$ cat config.mk
export PLATFORM = sky130hd
export DESIGN_NAME = arm_multicycle_ctrl
export DESIGN_NICKNAME = d
export VERILOG_FILES = /design/src/rtl/arm_mc_pkg.sv /design/src/rtl/arm_multicycle_ctrl_cond_check.sv /design/src/rtl/arm_multicycle_ctrl.sv
export SDC_FILE = /design/constraint.sdc
export NUM_CORES = 1
export LEC_CHECK = 0
export CORE_MARGIN = 1.5
export CORE_UTILIZATION = 37
export CTS_CLUSTER_DIAMETER = 80
export DETAILED_ROUTE_END_ITERATION = 7
export PLACE_DENSITY = 0.95
export SYNTH_ARGS = -nofsm -noshare
export SYNTH_HDL_FRONTEND = slang
export SYNTH_SLANG_ARGS = --single-unit
$ cat constraint.sdc
create_clock -name CLK -period 3.15 [get_ports CLK]
set_clock_uncertainty 0.2 [all_clocks]
set_input_delay 0.63 -clock CLK [delete_from_list [all_inputs] [get_ports CLK]]
set_output_delay 0.63 -clock CLK [all_outputs]
set_load 0.02 [all_outputs]
$ cat src/rtl/arm_mc_pkg.sv
// Shared encodings for the multi-cycle ARM sequencer: states, datapath mux
// codes, condition codes and the supported data-processing commands.
package arm_mc_pkg;

    typedef enum logic [3:0] {
        S_FETCH  = 4'd0,
        S_DECODE = 4'd1,
        S_MEMADR = 4'd2,
        S_MEMRD  = 4'd3,
        S_MEMWB  = 4'd4,
        S_MEMWR  = 4'd5,
        S_EXECR  = 4'd6,
        S_EXECI  = 4'd7,
        S_ALUWB  = 4'd8,
        S_BRANCH = 4'd9
    } state_t;

    localparam logic [1:0] ALU_ADD = 2'b00;
    localparam logic [1:0] ALU_SUB = 2'b01;
    localparam logic [1:0] ALU_AND = 2'b10;
    localparam logic [1:0] ALU_ORR = 2'b11;

    localparam logic [1:0] IMM_8  = 2'b00;
    localparam logic [1:0] IMM_12 = 2'b01;
    localparam logic [1:0] IMM_24 = 2'b10;

    localparam logic [1:0] RES_ALUOUT    = 2'b00;
    localparam logic [1:0] RES_DATA      = 2'b01;
    localparam logic [1:0] RES_ALURESULT = 2'b10;

    localparam logic [1:0] SRCB_RD2  = 2'b00;
    localparam logic [1:0] SRCB_IMM  = 2'b01;
    localparam logic [1:0] SRCB_FOUR = 2'b10;

    localparam logic [1:0] OP_DP     = 2'b00;
    localparam logic [1:0] OP_MEM    = 2'b01;
    localparam logic [1:0] OP_BRANCH = 2'b10;

    localparam logic [3:0] CMD_AND = 4'b0000;
    localparam logic [3:0] CMD_SUB = 4'b0010;
    localparam logic [3:0] CMD_ADD = 4'b0100;
    localparam logic [3:0] CMD_CMP = 4'b1010;
    localparam logic [3:0] CMD_ORR = 4'b1100;

    localparam logic [3:0] COND_EQ = 4'b0000;
    localparam logic [3:0] COND_NE = 4'b0001;
    localparam logic [3:0] COND_CS = 4'b0010;
    localparam logic [3:0] COND_CC = 4'b0011;
    localparam logic [3:0] COND_MI = 4'b0100;
    localparam logic [3:0] COND_PL = 4'b0101;
    localparam logic [3:0] COND_VS = 4'b0110;
    localparam logic [3:0] COND_VC = 4'b0111;
    localparam logic [3:0] COND_HI = 4'b1000;
    localparam logic [3:0] COND_LS = 4'b1001;
    localparam logic [3:0] COND_GE = 4'b1010;
    localparam logic [3:0] COND_LT = 4'b1011;
    localparam logic [3:0] COND_GT = 4'b1100;
    localparam logic [3:0] COND_LE = 4'b1101;
    localparam logic [3:0] COND_AL = 4'b1110;

endpackage

$ cat src/rtl/arm_multicycle_ctrl_cond_check.sv
// Condition-code evaluator: maps Cond and registered NZCV to an execute flag.
module cond_check
    import arm_mc_pkg::*;
(
    input  logic [3:0] Cond,
    input  logic [3:0] Flags,
    output logic       CondEx
);

    logic n, z, c, v;
    assign {n, z, c, v} = Flags;

    // Decode all fifteen condition codes; 1111 never executes.
    always_comb begin
        CondEx = 1'b0;
        unique case (Cond)
            COND_EQ: CondEx = z;
            COND_NE: CondEx = ~z;
            COND_CS: CondEx = c;
            COND_CC: CondEx = ~c;
            COND_MI: CondEx = n;
            COND_PL: CondEx = ~n;
            COND_VS: CondEx = v;
            COND_VC: CondEx = ~v;
            COND_HI: CondEx = c & ~z;
            COND_LS: CondEx = ~c | z;
            COND_GE: CondEx = (n == v);
            COND_LT: CondEx = (n != v);
            COND_GT: CondEx = ~z & (n == v);
            COND_LE: CondEx = z | (n != v);
            COND_AL: CondEx = 1'b1;
            default: CondEx = 1'b0;
        endcase
    end

endmodule

$ cat src/rtl/arm_multicycle_ctrl.sv
// Moore sequencer for the multi-cycle ARM datapath: steps each instruction
// through fetch/decode/address/execute/writeback and owns the NZCV register.
module arm_multicycle_ctrl
    import arm_mc_pkg::*;
#(
    parameter bit         COND_EN     = 1'b1,
    parameter logic [3:0] RESET_FLAGS = 4'b0000
) (
    input  logic        CLK,
    input  logic        Reset,
    input  logic [31:0] Instr,
    input  logic [3:0]  ALUFlags,
    output logic        PCWrite,
    output logic        AdrSrc,
    output logic        MemWrite,
    output logic        IRWrite,
    output logic        RegWrite,
    output logic [1:0]  ResultSrc,
    output logic        ALUSrcA,
    output logic [1:0]  ALUSrcB,
    output logic [1:0]  ALUControl,
    output logic [1:0]  ImmSrc,
    output logic [1:0]  RegSrc,
    output logic [3:0]  Flags,
    output logic [3:0]  State,
    output logic        InstrDone,
    output logic        Illegal
);

    state_t     state_q, state_d;
    logic [3:0] flags_q;

    logic [3:0] cond, cmd;
    logic [1:0] op;
    logic       i_bit, s_bit, u_bit, l_bit, rd_pc;
    logic       cond_raw, cond_ex, dp_legal, is_cmp, is_arith;
    logic [1:0] dp_alu;
    logic       unused_instr_bits;

    assign cond  = Instr[31:28];
    assign op    = Instr[27:26];
    assign i_bit = Instr[25];
    assign cmd   = Instr[24:21];
    assign s_bit = Instr[20];
    assign u_bit = Instr[23];
    assign l_bit = Instr[20];
    assign rd_pc = (Instr[15:12] == 4'hF);
    assign unused_instr_bits = ^{Instr[19:16], Instr[11:0]};

    assign is_cmp   = (cmd == CMD_CMP);
    assign is_arith = (cmd == CMD_ADD) || (cmd == CMD_SUB) || is_cmp;
    assign dp_legal = (cmd == CMD_ADD) || (cmd == CMD_SUB) || (cmd == CMD_AND) ||
                      (cmd == CMD_ORR) || is_cmp;

    cond_check u_cond_check (
        .Cond   (cond),
        .Flags  (flags_q),
        .CondEx (cond_raw)
    );

    assign cond_ex = COND_EN ? cond_raw : 1'b1;

    // Data-processing command to ALU operation; CMP subtracts.
    always_comb begin
        dp_alu = ALU_ADD;
        unique case (cmd)
            CMD_SUB, CMD_CMP: dp_alu = ALU_SUB;
            CMD_AND:          dp_alu = ALU_AND;
            CMD_ORR:          dp_alu = ALU_ORR;
            default:          dp_alu = ALU_ADD;
        endcase
    end

    // State register.
    always_ff @(posedge CLK) begin
        if (Reset) state_q <= S_FETCH;
        else       state_q <= state_d;
    end

    // NZCV register: logical ops refresh N/Z only, C/V keep their old value.
    always_ff @(posedge CLK) begin
        if (Reset) begin
            flags_q <= RESET_FLAGS;
        end else if ((state_q == S_EXECR || state_q == S_EXECI) && (s_bit || is_cmp)) begin
            flags_q[3:2] <= ALUFlags[3:2];
            if (is_arith) flags_q[1:0] <= ALUFlags[1:0];
        end
    end

    // Next-state and Moore output decode; Reset masks every write strobe.
    always_comb begin
        state_d    = S_FETCH;
        PCWrite    = 1'b0;
        AdrSrc     = 1'b0;
        MemWrite   = 1'b0;
        IRWrite    = 1'b0;
        RegWrite   = 1'b0;
        ResultSrc  = RES_ALUOUT;
        ALUSrcA    = 1'b0;
        ALUSrcB    = SRCB_RD2;
        ALUControl = ALU_ADD;
        ImmSrc     = IMM_8;
        RegSrc     = 2'b00;
        InstrDone  = 1'b0;
        Illegal    = 1'b0;
        unique case (state_q)
            S_FETCH: begin
                IRWrite   = 1'b1;
                ALUSrcA   = 1'b1;
                ALUSrcB   = SRCB_FOUR;
                ResultSrc = RES_ALURESULT;
                PCWrite   = 1'b1;
                state_d   = S_DECODE;
            end
            S_DECODE: begin
                ALUSrcA   = 1'b1;
                ALUSrcB   = SRCB_FOUR;
                ResultSrc = RES_ALURESULT;
                if (!cond_ex) begin
                    InstrDone = 1'b1;
                end else if (op == 2'b11 || (op == OP_DP && !dp_legal)) begin
                    Illegal   = 1'b1;
                    InstrDone = 1'b1;
                end else if (op == OP_MEM) begin
                    state_d = S_MEMADR;
                end else if (op == OP_DP) begin
                    state_d = i_bit ? S_EXECI : S_EXECR;
                end else begin
                    state_d = S_BRANCH;
                end
            end
            S_MEMADR: begin
                ALUSrcB    = SRCB_IMM;
                ImmSrc     = IMM_12;
                ALUControl = u_bit ? ALU_ADD : ALU_SUB;
                state_d    = l_bit ? S_MEMRD : S_MEMWR;
            end
            S_MEMRD: begin
                AdrSrc  = 1'b1;
                state_d = S_MEMWB;
            end
            S_MEMWR: begin
                AdrSrc    = 1'b1;
                MemWrite  = 1'b1;
                RegSrc    = 2'b10;
                InstrDone = 1'b1;
            end
            S_MEMWB: begin
                ResultSrc = RES_DATA;
                InstrDone = 1'b1;
                PCWrite   = rd_pc;
                RegWrite  = ~rd_pc;
            end
            S_EXECR, S_EXECI: begin
                ALUSrcB    = (state_q == S_EXECI) ? SRCB_IMM : SRCB_RD2;
                ALUControl = dp_alu;
                if (is_cmp) InstrDone = 1'b1;
                else        state_d   = S_ALUWB;
            end
            S_ALUWB: begin
                InstrDone = 1'b1;
                PCWrite   = rd_pc;
                RegWrite  = ~rd_pc;
            end
            S_BRANCH: begin
                RegSrc    = 2'b01;
                ALUSrcB   = SRCB_IMM;
                ImmSrc    = IMM_24;
                ResultSrc = RES_ALURESULT;
                PCWrite   = 1'b1;
                InstrDone = 1'b1;
            end
            default: state_d = S_FETCH;
        endcase
        if (Reset) begin
            PCWrite  = 1'b0;
            MemWrite = 1'b0;
            IRWrite  = 1'b0;
            RegWrite = 1'b0;
        end
    end

    assign Flags = flags_q;
    assign State = state_q;

endmodule

### After elaboration in Yosys (flattened, before gate mapping)

Cells that the tools add are included.

| storage, ports and cells | value |
|---|---|
| flip-flop bits (word level) | 8 |
| bits in latches | 0 |
| RAM bits | 0 |
| memory bits (read-only) | 0 |
| bits of input ports | 38 |
| output and inout port bits | 26 |
| memories kept | 0 |

| cells by class | value |
|---|---|
| add/subtract/negate cells | 0 |
| multipliers | 0 |
| divide/modulo/power cells | 0 |
| magnitude comparators | 0 |
| equality and inequality tests | 32 |
| shifts and indexed selects | 0 |
| muxes and demuxes | 33 |
| bitwise logic cells | 9 |
| reductions and logical operators | 25 |

Operators by type and width:

| operator | number |
|---|---|
| 4-bit equality test (second input constant) | 12 |
| 4-bit by 3-bit equality test with 1-bit output (second input constant) | 9 |
| 4-bit by 2-bit equality test with 1-bit output (second input constant) | 5 |
| 4-bit two-way mux | 5 |
| 4-bit case mux with 5 select lines | 1 |
| 1-bit two-way mux | 17 |
| 2-bit case mux with 2 select lines | 4 |
| 1-bit case mux with 15 select lines | 1 |
| 2-bit OR reduction | 7 |
| 4-bit logical NOT | 3 |
| 2-bit case mux with 3 select lines | 2 |
| 4-bit by 1-bit equality test with 1-bit output (second input constant) | 2 |
| 1-bit logical OR | 8 |
| 1-bit NOT | 5 |
| 4-bit OR reduction | 1 |
| 3-bit two-way mux | 1 |
| 1-bit case mux with 3 select lines | 1 |
| 3-bit OR reduction | 1 |
| 1-bit AND | 2 |
| 2-bit by 1-bit equality test with 1-bit output (second input constant) | 1 |
| 2-bit equality test (second input constant) | 1 |
| 1-bit logical AND | 2 |
| 2-bit logical NOT | 1 |
| 1-bit OR | 2 |
| other kinds (5) | 5 |

### Depth between registers and ports, before layout

Gate-level depths: netlist (run 1).

| depth | value |
|---|---|
| depth after elaboration | 11 |
| mapped depth | 6 |
| depth with buffers taken out | 5 |

### Cells and area by module

A second synthesis (run 1) with hierarchy kept.

| unflattened totals | value |
|---|---|
| cell total of the unflattened synthesis | 126 |
| area, all modules | 935.9 µm² |

By module, submodules not included:

| module | instances | cells an instance | area an instance (µm²) | seq. area each (µm²) |
|---|---|---|---|---|
| arm_multicycle_ctrl | 1 | 98 | 742.0 | 160.2 |
| cond_check | 1 | 28 | 193.9 | 0.0 |

### Least setup slack after synthesis (run 1)

No wires, ideal clock.

| timing | value |
|---|---|
| path type | input to output |
| start | in Instr[29] |
| end | out Illegal |
| arrival | 2189 ps |
| data required time | 2320 ps |
| path slack | 131 ps |
| stages | 6 |
| cell sequence | clkbuf_1 mux2i_1 a221oi_1 o32ai_1 nor3_2 nor4_1 |

| on the way | value |
|---|---|
| word-level cells in the longest chain between the ends | 4 |

RTL lines:

| element | line | text |
|---|---|---|
| from (decl) | arm_multicycle_ctrl.sv:11 | `input logic [31:0] Instr,` |
| 4-bit equality test (tied with other cells) | arm_multicycle_ctrl_cond_check.sv:16 | `unique case (Cond)` |
| 1-bit case mux with 15 select lines (*) | arm_multicycle_ctrl_cond_check.sv:16 |  |
| 1-bit two-way mux (*) | arm_multicycle_ctrl.sv:119 | `if (!cond_ex) begin` |
| 1-bit two-way mux (*) | arm_multicycle_ctrl.sv:106 | `unique case (state_q)` |
| to (decl) | arm_multicycle_ctrl.sv:27 | `output logic Illegal` |

Mark *: on every way between the ends. The rest lies on a longest branch, timed or not.

### Final worst setup path (run 1)

| timing | value |
|---|---|
| start | in Instr[30] |
| end | out Illegal |

The elaborated chain is that of the path after synthesis.

==> run_results.csv, run 1 <==
group,metric,value,unit
timing,fmax,0.326,GHz
power,pwr_density_cell,238,nW/um^2
setup_path,r2r_end,"State[0]$_SDFF_PP0_",
run_status,outcome,"finished, final reports clean",
setup_path,crit_family,"buffers and inverters",
timing,finalCritPeriodShare,97.5,%
place,port-buffer-count,47,
setup_path,r2r_start,"State[3]$_SDFF_PP0_",
setup_path,arrival,2240,ps
die,fp-row-count,17,
setup_path,cp.required,2320,ps
cts,clkSlewWorstSetupHoldPaths,60,ps
drt,drcViolationCount,0,
cells_and_area,area_growth,81.3,%
cts,numCtsBuffers,3,
timing,finalSetupViolCount,0,
flow_run,drv_cap,0,
power,p_leak,0.700,nW
cells_and_area,antenna_cells,0,
logic_synthesis,synth.area.top_cells,"dfxtp_1 18%, mux2i_1 7.9%, nor2_1 5.5%",
cts,numClockSinks,8,
timing,finalHoldViolations,0,
hold_path,hp-class,"reg2reg",
drt,dr.pass1.iters,4,
logic_synthesis,yosysUniqueCellTypes,45,
timing,min_period,3070,ps
logic_synthesis,syn_area_per_cell,7.14,sq um
die,core-area,2250,sq um
setup_path,crit_slowest_cell,"a311oi_2",
logic_synthesis,synth_seq_cells,8,
grt,antenna_found_initial,0,
timing,tns,0,ps
hold_path,hp-start,"Flags[1]$_SDFFE_PP0P_",
timing,drv_slew,0,
cts,h-tree-depth,1,
setup_path,slowest_delay,370,ps
cts,cts_buffer_depth,2,
logic_synthesis,synth_top_area_share,18.0,%
setup_path,cp_cell_sequence,"dlygate4sd2_1 > buf_6 > buf_4 > nand2_1 > nand3b_1 > a311oi_2 > nor3_4 > nor4_2 > buf_2",
drt,wl,3.29,mm
cells_and_area,instances_no_fill,215,
cts,tritoncts,"built",
power,peakVddDrop,0.000168,V
die,pin_count,64,
timing,worst_pin_slew,556,ps
grt,grt.busiest_layer,"met2",
drt,viasPerCell,5.78,
grt,grt_pass1_wl,5.27,mm
cells_and_area,final_layout_size_suffix_gt1_share,25.1,%
place,gp_congestion,0.915,
hold_path,whs_endpoint,"Flags[1]$_SDFFE_PP0P_",
drt,drtIter0Drc,33,
setup_path,crit_buf_inv,4,
setup_path,regToRegSetupSlack,1030,ps
grt,grtUsageMet3,6.32,%
drt,via_count,1243,
die,die_y,52.1,um
logic_synthesis,ys_warn_count,0,
logic_synthesis,syn_area,892,sq um
drt,drt-wirelength-per-cell,15.3,um
grt,use_met1,26.8,%
grt,grt_max_degree,13,
cts,cts-root-buf,"clkbuf_4",
logic_synthesis,synth_top_cell_by_area,"dfxtp_1",
logic_synthesis,seq_area_frac_synth,18.0,%
setup_path,path_class,"in2out",
grt,grt_pass1_vias,1193,
grt,grt.met2_usage,48.9,%
setup_path,crit_fanout,6,
hold_path,hold_depth,2,
cells_and_area,fin_nets,227,
grt,track_usage,26.1,%
setup_path,setup.worst_path.end_class,"output pin",
cts,clk_latency,270,ps
timing,relSlewSlack,62.4,%
die,initial_core_util,39.6,%
logic_synthesis,synthCells,125,
logic_synthesis,syn_nets,163,
die,fp.dieW,52.1,um
drt,final_antenna_net_count,0,
grt,grt.overflow.total,0,
setup_path,ff2ff_path_depth,5,
die,dieArea,2710,sq um
cells_and_area,fillerInstances,190,
place,post-place-cells,212,
setup_path,worstSetupStartpointType,"primary input",
place,dp_hpwl,2.50,mm
## timing repair
action,CTS,global route
pin swaps,2,8
hold buffers,0,0
endpoints found under the setup margin,4,3
setup buffers,0,1
gates resized for setup,29,13
## worst reg2reg max path, stage by stage (launching register included)
cell	delay (ps)
dfxtp_1	420
or3_1	420
buf_4	170
or3_4	340
or3_1	380
o22ai_2	120
## sequential cells by signal, indices dropped and copies added (netlist names)
register	cells
Flags	4
State	4
## placed cells by master, fill, tap and decap left out, types with 2 or more instances in the layout
cell type	instances
clkdlybuf4s50_1	35
clkbuf_4	3
a21oi_2	2
dlygate4sd2_1	5
or3_1	3
inv_1	6
buf_4	19
dfxtp_1	8
nand2b_1	5
a211oi_1	2
mux2i_1	7
o21ai_1	2
and3_1	2
a21oi_1	3
nor2_1	13
nor2b_1	3
nand2_1	9
xnor2_1	4
dlymetal6s2s_1	4
or2_2	2
buf_6	4
nor3b_2	2
nand3b_1	3
o21ai_0	5
nor3_1	5
o31a_1	2
## synth_stat cells, drive strengths merged
master  number
o21a         1
nor4b        1
o21ai        7
nor4         1
xor2         1
dfxtp        8
nor2b        3
o31ai        1
nand3b       3
nand2b       5
o31a         2
xnor2        4
nand2        9
nor4bb       1
or3b         2
nor2        13
a211oi       3
mux2i        7
nor3b        2
nand3        1
a21oi        5
or3          5
o32ai        2
a32oi        1
a221oi       2
a311oi       1
buf          5
clkbuf       5
o22ai        2
a22oi        1
o211ai       1
and3         2
nand4        1
or2          2
a31oi        1
o21bai       1
and2         1
nor3         6
inv          6
## worst max-delay path by stage
stage	start	endpoint	slack [ps]	cells past startpoint
after floorplan	Instr[29]	Illegal	130	6
after global placement	Instr[28]	Illegal	-560	8
after detailed placement	Instr[28]	Illegal	-650	8
after CTS	Instr[24]	Illegal	-50	6
after global routing	Instr[30]	InstrDone	-30	10
final	Instr[30]	Illegal	80	9
## cell type report
cell class / count / area (sq um) / share of cell area, %
Sequential cell: 8 / 160 / 9.90
Tap cell: 28 / 35.0 / 2.17
Inverter: 6 / 22.5 / 1.39
Multi-Input combinational cell: 101 / 736 / 45.5
Clock buffer: 3 / 22.5 / 1.39
Timing Repair Buffer: 69 / 642 / 39.7
## where the power goes
part | switching, mW | internal [mW]
sequential | 0.00351 | 0.104
combinational | 0.0917 | 0.0984
clock | 0.0433 | 0.0441
total | 0.139 | 0.247
## cell families after synthesis
logic type / Yosys count / share of synthesized area, %
AO/OA/AOI/OAI: 31 / 24.1
XOR/XNOR: 5 / 4.91
buffers and inverters: 16 / 8.41
flip-flops: 8 / 18.0
multiplexers: 7 / 7.85
AND/OR/NAND/NOR: 58 / 36.7
## layer usage
metal | vias up | part of all wire (%)
li1 | 579 | -
met1 | 569 | 36
met2 | 73 | 52
met3 | 22 | 7.6
met4 | 0 | 3.7
met5 | - | 0
## metrics by stage
stage	utilization [%]	hold slack, ps	setup WS, ps	power [mW]	instance area, sq um
detailed placement	67.0	379	-647	0.286	1510
global placement	67.0	358	-559	0.279	1510
floorplan	-	410	131	0.192	892
CTS	70.0	410	-49.0	0.378	1580
finish	71.8	398	79.2	0.385	1620
global route	71.8	449	-35.0	0.407	1620
Note: power is estimated with default switching activity, not from simulation.
==> run 2: changes to the inputs <==
- CORE_UTILIZATION: 37 -> 38
- SYNTH_HIERARCHICAL: unset -> 1
==> run 2 against run 1 <==
  * First-iteration DRC count fell by 12%
  * Power down 8.8%
  * Worst hold slack got worse by 73 ps
  * Sequential power up 5%
  * Final area shrank 2.2%
  * Critical endpoint unchanged
  * Largest cell class unchanged
==> run_results.csv, run 2 <==
group,metric,value,unit
logic_synthesis,synth_common_cells,"14 x nor2_1, 11 x a21oi_1, 9 x nand2b_1",
setup_path,path_class,"in2out",
power,peakVddDrop,0.000231,V
cts,clkSlewWorstSetupHoldPaths,60,ps
cells_and_area,area_growth,69.1,%
setup_path,crit_family,"compound AO/OA/AOI/OAI gates",
place,gp_congestion,0.830,
cts,numClockSinks,8,
timing,whs,325,ps
place,place_area,1560,sq um
logic_synthesis,synth_edf_count,0,
timing,fmax,0.323,GHz
logic_synthesis,ys_warn_count,6,
power,pwr_density_cell,222,nW/um^2
grt,grt_max_degree,18,
die,core-area,2280,sq um
cells_and_area,instances_no_fill,217,
timing,rsz0062_at_grt,"no",
die,fp-row-count,17,
logic_synthesis,yosysUniqueCellTypes,47,
cts,cts.repair.resized,14,
setup_path,crit_slowest_cell,"a211o_1",
setup_path,path_common_cell,"a211o_1",
cells_and_area,fin_util,69.5,%
cts,tritoncts,"built",
die,pin_count,64,
setup_path,setup.worst_path.end_class,"output pin",
place,dp_hpwl,2.40,mm
setup_path,r2r_start,"Flags[2]$_SDFFE_PP0P_",
logic_synthesis,synth_top_cell_by_area,"dfxtp_1",
grt,antenna_found_initial,0,
setup_path,slowest_delay,300,ps
setup_path,arrival,2260,ps
die,dieArea,2770,sq um
setup_path,regToRegSetupSlack,810,ps
setup_path,cp_cell_sequence,"clkdlybuf4s15_1 > or2b_1 > o22ai_1 > a211o_1 > a211o_1 > buf_4 > nand2_2 > nor2_1 > clkdlybuf4s15_2",
place,post-place-cells,214,
die,initial_core_util,41.1,%
cells_and_area,postLayoutCellArea,1580,sq um
drt,drcViolationCount,0,
logic_synthesis,seq_area_frac_synth,17.1,%
cts,clk_latency,270,ps
drt,wl,3.25,mm
run_status,outcome,"finished, final reports clean",
logic_synthesis,synth.area.top_cells,"dfxtp_1 17%, nand2b_1 6.0%, a21oi_1 5.9%",
power,p_leak,0.645,nW
setup_path,cp.depth,9,
drt,final_antenna_net_count,0,
drt,dr.pass1.iters,4,
setup_path,ff2ff_path_depth,9,
flow_run,drv_cap,0,
timing,finalHoldViolations,0,
logic_synthesis,synth-main-ff-cell,"dfxtp_1",
drt,viasPerCell,5.72,
logic_synthesis,synthMuxAreaShare,5.88,%
hold_path,hold_depth,2,
logic_synthesis,syn_area,936,sq um
cells_and_area,final_layout_size_suffix_gt1_share,20.6,%
logic_synthesis,syn_nets,164,
logic_synthesis,yosys.area_share.simple,39.6,%
timing,finalSetupViolCount,0,
logic_synthesis,synth_compound_area_share,24.5,%
drt,via_count,1241,
timing,finalCritPeriodShare,98.2,%
die,fp.dieW,52.6,um
cts,cts_hold_buf,0,
die,die_y,52.6,um
timing,drv_slew,0,
setup_path,crit_buf_inv,3,
hold_path,hp-start,"Flags[1]$_SDFFE_PP0P_",
timing,relSlewSlack,60.4,%
drt,drtIter0Drc,29,
cts,cts-root-buf,"clkbuf_4",
logic_synthesis,synth_top_area_share,17.1,%
logic_synthesis,synthCells,126,
setup_path,r2r_end,"State[1]$_SDFF_PP0_",
logic_synthesis,ys_async_sr_fraction,0,%
logic_synthesis,synth_seq_cells,8,
cts,h-tree-depth,1,
cells_and_area,antenna_cells,0,
cts,cts_buffer_depth,2,
hold_path,hp-class,"reg2reg",
place,port-buffer-count,47,
cells_and_area,layout_commonest_cell,"clkdlybuf4s50_1",
cells_and_area,fin_nets,229,
grt,grt_pass1_wl,5.15,mm
logic_synthesis,syn_area_per_cell,7.43,sq um
timing,min_period,3090,ps
drt,drt-wirelength-per-cell,15.0,um
logic_synthesis,post-synth-top-count-cell,"nor2_1",
grt,track_usage,25.0,%
logic_synthesis,synth_adder_area_share,0,%
timing,worst_pin_slew,593,ps
grt,grt_pass1_vias,1226,
setup_path,worstSetupStartpointType,"primary input",
logic_synthesis,synth_xor_area_share,5.48,%
cts,post-cts-setup-buffer-count,0,
setup_path,crit_fanout,6,
setup_path,cp.required,2320,ps
hold_path,whs_endpoint,"Flags[1]$_SDFFE_PP0P_",
cts,numCtsBuffers,3,
cells_and_area,mostFrequentLayoutCells,"39 x clkdlybuf4s50_1, 21 x buf_4, 14 x nor2_1, 11 x a21oi_1, 9 x nand2b_1",
grt,grt.overflow.total,0,
logic_synthesis,synth_top_family_by_area,"simple AND/OR/NAND/NOR gates",
run 2: power by group:
group          internal [mW]  total (mW)  leakage, nW  switching, mW
Sequential             0.104       0.113       0.0648        0.00896
Clock                 0.0437      0.0804       0.0138         0.0367
Combinational         0.0840       0.158        0.567         0.0743
Total                  0.231       0.351        0.645          0.120
run 2: cell families (layout without fill, tap and decap cells):
| family | Yosys count | count (layout) |
|---|---|---|
| XOR/XNOR | 5 | 5 |
| AND/OR/NAND/NOR | 61 | 61 |
| buffers and inverters | 15 | 78 |
| flip-flops | 8 | 8 |
| AO/OA/AOI/OAI | 32 | 32 |
| multiplexers | 5 | 5 |
run 2: worst max path at each step:
stage	start	end	slack [ps]
floorplan	Instr[31]	InstrDone	420
global placement	Instr[30]	InstrDone	-660
detailed placement	Instr[30]	InstrDone	-690
CTS	Reset	PCWrite	40
global route	Instr[24]	InstrDone	9
finish	Instr[31]	Illegal	60
run 2: final cells by class:
class,instances,area (sq um)
clock buffer,3,22.5
tap,28,35.0
sequential,8,160
fill,184,693
multi-input combinational,103,721
timing repair buffer,68,618
inverter,7,26.3
run 2: layer usage:
metal  wire (um)  track usage (%)  part of all wire (%)  up-vias
met5           0                0                     0        -
met4          78             9.83                   2.4        0
met3         248             7.14                   7.6       17
met2        1660             45.8                    51       66
met1        1260             26.4                    39      576
li1            -                -                     -      582
run 2: tightest hold or removal path, delay by kind of cell, from the launching register on:
family	cells	cell delay, ps
flops	1	340
mux	1	60
simple gates	1	80
run 2: through the flow:
step / setup WS [ps] / total power, mW / TNS (ps)
global placement: -661 / 0.266 / -1240
detailed placement: -692 / 0.271 / -1330
CTS: 39.9 / 0.351 / 0
global route: 9.42 / 0.370 / 0
floorplan: 419 / 0.184 / 0
finish: 55.2 / 0.351 / 0
